$ cat config.mk
export PLATFORM = sky130hd
export DESIGN_NAME = mult4_rr_sched
export DESIGN_NICKNAME = d
export VERILOG_FILES = /design/src/rtl/mult4_rr_sched.sv
export SDC_FILE = /design/constraint.sdc
export NUM_CORES = 1
export LEC_CHECK = 0
export CAP_MARGIN = 25
export CELL_PAD_IN_SITES_DETAIL_PLACEMENT = 1
export CELL_PAD_IN_SITES_GLOBAL_PLACEMENT = 2
export CORE_UTILIZATION = 32
export CTS_BUF_LIST = sky130_fd_sc_hd__clkbuf_8
export DETAILED_ROUTE_END_ITERATION = 8
export PLACE_DENSITY = 0.9
export SKIP_CTS_REPAIR_TIMING = 1
export SLEW_MARGIN = 15
export SYNTH_ARGS = -nofsm -noshare
export SYNTH_HDL_FRONTEND = slang
export SYNTH_HIERARCHICAL = 1
export SYNTH_SLANG_ARGS = --single-unit
$ cat constraint.sdc
create_clock -name clk -period 9.85 [get_ports clk]
set_clock_uncertainty 0.2 [all_clocks]
set_input_delay 1.97 -clock clk [delete_from_list [all_inputs] [get_ports clk]]
set_output_delay 1.97 -clock clk [all_outputs]
set_load 0.005 [all_outputs]
$ cat src/rtl/mult4_rr_sched.sv
// Round-robin scheduler sharing one 4x4 compressor-tree multiplier
// among NREQ requesters with per-requester response slots.
`timescale 1ns/1ps

module mult4_ct (
  input  logic [3:0] a_i,
  input  logic [3:0] b_i,
  output logic [7:0] p_o
);
  logic [7:0] pp [4];
  logic [7:0] s1, c1, s2, c2;

  // Two 3:2 carry-save levels, then one carry-propagate add
  always_comb begin
    for (int i = 0; i < 4; i++) begin
      pp[i] = {4'b0, a_i & {4{b_i[i]}}} << i;
    end
    s1  = pp[0] ^ pp[1] ^ pp[2];
    c1  = ((pp[0] & pp[1]) | (pp[0] & pp[2]) | (pp[1] & pp[2])) << 1;
    s2  = s1 ^ c1 ^ pp[3];
    c2  = ((s1 & c1) | (s1 & pp[3]) | (c1 & pp[3])) << 1;
    p_o = s2 + c2;
  end
endmodule

module mult4_rr_sched #(
  parameter int NREQ = 4
) (
  input  logic                clk,
  input  logic                rst,
  input  logic [NREQ-1:0]     req_valid,
  output logic [NREQ-1:0]     req_ready,
  input  logic [4*NREQ-1:0]   req_x,
  input  logic [4*NREQ-1:0]   req_y,
  output logic [NREQ-1:0]     rsp_valid,
  input  logic [NREQ-1:0]     rsp_ready,
  output logic [8*NREQ-1:0]   rsp_o,
  output logic                idle,
  output logic [15:0]         op_count
);
  localparam int PW = $clog2(NREQ);

  logic [NREQ-1:0]       busy_q, busy_d;
  logic [NREQ-1:0]       rv_q, rv_d;
  logic [NREQ-1:0][7:0]  prod_q, prod_d;
  logic [PW-1:0]         ptr_q, ptr_d;
  logic [PW-1:0]         s1_id_q, s1_id_d;
  logic                  s1_valid_q, s1_valid_d;
  logic [3:0]            s1_x_q, s1_x_d;
  logic [3:0]            s1_y_q, s1_y_d;
  logic [15:0]           cnt_q, cnt_d;

  logic [NREQ-1:0]       rsp_hs, elig, gnt;
  logic [PW-1:0]         gnt_id;
  logic                  gnt_any;
  logic [7:0]            prod;
  logic [15:0]           hs_cnt;

  assign rsp_hs = rv_q & rsp_ready;
  assign elig   = req_valid & (~busy_q | rsp_hs);

  // Pick the eligible index with the smallest rotated distance from ptr
  always_comb begin
    logic [PW:0] off;
    logic [PW:0] best;
    off    = '0;
    best   = '1;
    gnt_id = '0;
    for (int i = 0; i < NREQ; i++) begin
      if (PW'(i) >= ptr_q) off = (PW+1)'(i) - {1'b0, ptr_q};
      else                 off = (PW+1)'(i + NREQ) - {1'b0, ptr_q};
      if (elig[i] && off < best) begin
        best   = off;
        gnt_id = PW'(i);
      end
    end
    gnt_any = |elig;
    gnt     = '0;
    if (gnt_any) gnt = NREQ'(1) << gnt_id;
  end

  mult4_ct u_mul (
    .a_i (s1_x_q),
    .b_i (s1_y_q),
    .p_o (prod)
  );

  always_comb begin
    ptr_d      = ptr_q;
    s1_valid_d = gnt_any;
    s1_id_d    = s1_id_q;
    s1_x_d     = s1_x_q;
    s1_y_d     = s1_y_q;
    if (gnt_any) begin
      ptr_d   = (gnt_id == PW'(NREQ-1)) ? '0 : gnt_id + PW'(1);
      s1_id_d = gnt_id;
    end
    for (int i = 0; i < NREQ; i++) begin
      if (gnt[i]) begin
        s1_x_d = req_x[4*i +: 4];
        s1_y_d = req_y[4*i +: 4];
      end
    end
  end

  // A slot is always drained before its next product can arrive
  always_comb begin
    rv_d   = rv_q & ~rsp_ready;
    prod_d = prod_q;
    hs_cnt = '0;
    for (int i = 0; i < NREQ; i++) begin
      if (s1_valid_q && s1_id_q == PW'(i)) begin
        rv_d[i]   = 1'b1;
        prod_d[i] = prod;
      end
      hs_cnt = hs_cnt + 16'(rsp_hs[i]);
    end
    busy_d = (busy_q & ~rsp_hs) | gnt;
    cnt_d  = cnt_q + hs_cnt;
  end

  always_ff @(posedge clk or posedge rst) begin
    if (rst) begin
      busy_q     <= '0;
      rv_q       <= '0;
      prod_q     <= '0;
      ptr_q      <= '0;
      s1_valid_q <= 1'b0;
      s1_id_q    <= '0;
      s1_x_q     <= '0;
      s1_y_q     <= '0;
      cnt_q      <= '0;
    end else begin
      busy_q     <= busy_d;
      rv_q       <= rv_d;
      prod_q     <= prod_d;
      ptr_q      <= ptr_d;
      s1_valid_q <= s1_valid_d;
      s1_id_q    <= s1_id_d;
      s1_x_q     <= s1_x_d;
      s1_y_q     <= s1_y_d;
      cnt_q      <= cnt_d;
    end
  end

  assign req_ready = rst ? '0 : gnt;
  assign rsp_valid = rv_q;
  assign rsp_o     = prod_q;
  assign idle      = ~|busy_q & ~s1_valid_q;
  assign op_count  = cnt_q;

endmodule

==> results.tsv <==
stage	metric	value	unit
place	PortBufs	98	
layout	Final Cell Area	5210	um^2
yosys	Post-synth EDFFs	0	
drt	uppermost layer routed	met4	
floorplan	starting density of the core	33.3	%
yosys	mapped cell area	3860	um^2
floorplan	Chip Height	112	um
layout	ant diodes	0	
clock_network	CTS tree	done	
floorplan	FP Rows	39	
yosys	post-synthesis xor/xnor area fraction	3.63	%
worst_setup_path	CP endpoint kind	output pin	
place	Area after DPL	5010	um^2
yosys	largest family of logic cells by synthesized area	compound AO/OA/AOI/OAI gates	
global_route	initial antenna violation count	0	
place	GPL Wtd Cong	0.810	
yosys	ys flop type	dfrtp_1	
sta	final setup fails	0	
place	post-DP HPWL	7840	um
drt	Initial DRT Pass Iterations	6	
yosys	Mapped Cells	358	
worst_setup_path	crit path cell chain	clkdlybuf4s50_1 -> a21boi_2 -> nor2_1 -> ha_1 -> nand2_1 -> or3_1 -> o211ai_2 -> mux2i_1 -> ha_1 -> a21o_1 -> a21o_1 -> a211o_1 -> mux2_2 -> ha_1 -> a211o_1 -> o21bai_1 -> and3_1 -> ha_1 -> and3_1 -> clkdlybuf4s50_1	
yosys	compound-cell area share of the yosys netlist	13.8	%
job	max cap viols	0	
power_and_ir_drop	worst vdd ir	0.194	mV
sta	hold slack	277	ps
run_status	violated checks	design-rule violations	
yosys	#FFs+latches synth	69	
power_and_ir_drop	Lkg Pwr	2.37	nW
sta	Setup TNS	0	ps
yosys	Syn Nets	428	
drt	via count	3045	
yosys	post-synth top area share	44.7	%
clock_network	Num CTS Buffers	9	
layout	leading cell types in the layout, fill and taps excluded	clkdlybuf4s50_1, dfrtp_1, nand2_1	
clock_network	CTS max path bufs	2	
worst_setup_path	crit path max fanout	6	
sta	post-layout min period	9500	ps
drt	Final ANT Viol Nets	0	
worst_setup_path	Setup CP Type	in2out	
yosys	cell taking the most area after synthesis	dfrtp_1	
sta	max-slew violations	0	
yosys	Adder-Cell Fraction of Synth Area	10.8	%
worst_setup_path	CP delay by family, top	compound AO/OA/AOI/OAI gates	
yosys	syn avg cell area	10.8	um^2
clock_network	Reg clk slew, reported paths	70	ps
worst_setup_path	Slowest-stage cell, CP	clkdlybuf4s50_1	
yosys	post-synthesis simple-gate area fraction	13.2	%
clock_network	H-Tree Depth	3	
layout	layout net count	533	
drt	Met2 Wirelength	4760	um
global_route	first-pass GRT wire length	16800	um
yosys	Post-synth ARST share	100	%
clock_network	clk sink count	69	
floorplan	Top Ports	99	
worst_setup_path	critical path arrival	7330	ps
layout	share of layout cells above drive strength 1	13.7	%
clock_network	CTS Root Cell	clkbuf_8	
yosys	Synth area leaders	dfrtp_1, mux2_2, ha_1, fa_1, nand2_1	
drt	1st-iter DRT viols	156	
layout	commonest non-fill, non-tap cell in the layout	clkdlybuf4s50_1	
floorplan	die area	12500	um^2
worst_setup_path	internal reg-to-reg setup slack	3570	ps
drt	DRC Markers	12	
global_route	total track usage	17.0	%
drt	met1 WL	4510	um
sta	Fin. Hold Viols	0	
drt	met3 WL	524	um
drt	post-DR vias/cell	4.98	
power_and_ir_drop	pwr dens	362	nW/um^2
floorplan	core area	11600	um^2
clock_network	clk_lat worst skew	340	ps
yosys	mux contribution to synthesized area	9.88	%
sta	period utilisation layout	96.4	%
sta	worst slew pin tran	934	ps
sta	RSZ-0062 raised after global routing	no	
worst_setup_path	startpoint types	input port	
yosys	Synth Warn #	6	
min_path	worst min path class	reg2reg	
worst_setup_path	CP required	7680	ps
drt	post-DR wirelength/cell	16.2	um
global_route	GRT overflow	0	
global_route	vias in the first global route	3309	
worst_setup_path	Worst path max stage delay	470	ps
worst_setup_path	WP buf/inv	2	
sta	Achievable Freq	105	MHz
drt	final WL	9880	um
run_status	outcome	complete, but fails checks	
yosys	Yosys cell types	55	
layout	Area growth, synth to finish	34.8	%
floorplan	Die W	112	um
yosys	Seq/Total Area, Yosys	44.7	%
sta	Slew HR	37.5	%
worst_setup_path	cell mode on critical path	ha_1	
global_route	pin count of the biggest net entering global routing	70	
[through the flow]
step	instances	power, mW	utilization (%)	setup WS (ps)
finish	611	1.89	44.9	351
global route	611	2.06	44.9	75.2
CTS	611	1.92	44.9	346
detailed placement	595	1.68	43.1	390
global placement	595	1.62	43.1	532
floorplan	358	1.25	-	1450
[final timing paths]
path	endpoint	cells past startpoint	start
setup / recovery	req_ready[1]	20	rsp_ready[0]
hold / removal	op_count[15]	1	op_count[15]
setup reg to reg	s1_x_q[3]	23	ptr_q[1]
hold reg to reg	op_count[15]	1	op_count[15]
max in group asynchronous	rsp_o[14]	3	rst
min in group asynchronous	rsp_valid[3]	3	rst
[kinds of logic (layout without fill, tap and decap cells)]
kind of cell / after synthesis / after routing
compound gates: 69 / 69
flops: 69 / 69
xor+xnor: 16 / 16
fa+ha+maj: 28 / 28
buf+inv: 40 / 150
mux: 34 / 34
simple gates: 102 / 102
[state kept, by name, indices dropped and copies added (netlist names)]
| signal | cells |
|---|---|
| rsp_o | 32 |
| op_count | 16 |
| busy_q | 4 |
| rsp_valid | 4 |
| s1_x_q | 4 |
| s1_y_q | 4 |
| ptr_q | 2 |
| s1_id_q | 2 |
| s1_valid_q | 1 |
[metal layers]
layer | vias up | GRT usage [%]
met5 | - | 0
met4 | 0 | 5.59
met3 | 6 | 2.99
li1 | 1454 | -
met2 | 91 | 28.2
met1 | 1494 | 22.4
[final cells by class]
type                       count  area (um^2)
inverter                      34          128
multi-input combinational    249         1980
sequential                    69         1730
timing repair buffer         100          996
clock inverter                 7         75.1
tap                          143          179
clock buffer                   9          124
fill                        1334         6400
[cells in the mapped netlist, types with 2 or more instances]
library cell and count:
a22oi_2 2, clkbuf_1 4, nand3_1 10, or2_1 2
a21bo_2 4, xor2_1 3, nor2_1 14, o211ai_1 2
fa_1 9, mux2_2 33, o22ai_1 5, and2_1 16
a211o_1 2, nor2b_1 3, ha_1 19, nand2_1 36
o221ai_1 2, xnor2_1 13, a221o_1 2, a21o_1 5
dfrtp_1 69, o21ai_0 12, a21oi_1 8, inv_1 34
a22o_1 6, a31o_1 2, or3_1 3, and3_1 7
a211oi_1 2, nand2b_1 4
[where the power goes]
part           switching (mW)  internal, mW
Combinational           0.569         0.577
Sequential              0.104         0.409
Clock                   0.110         0.118
Total                   0.783          1.10
Note: power is estimated with default switching activity, not from simulation.
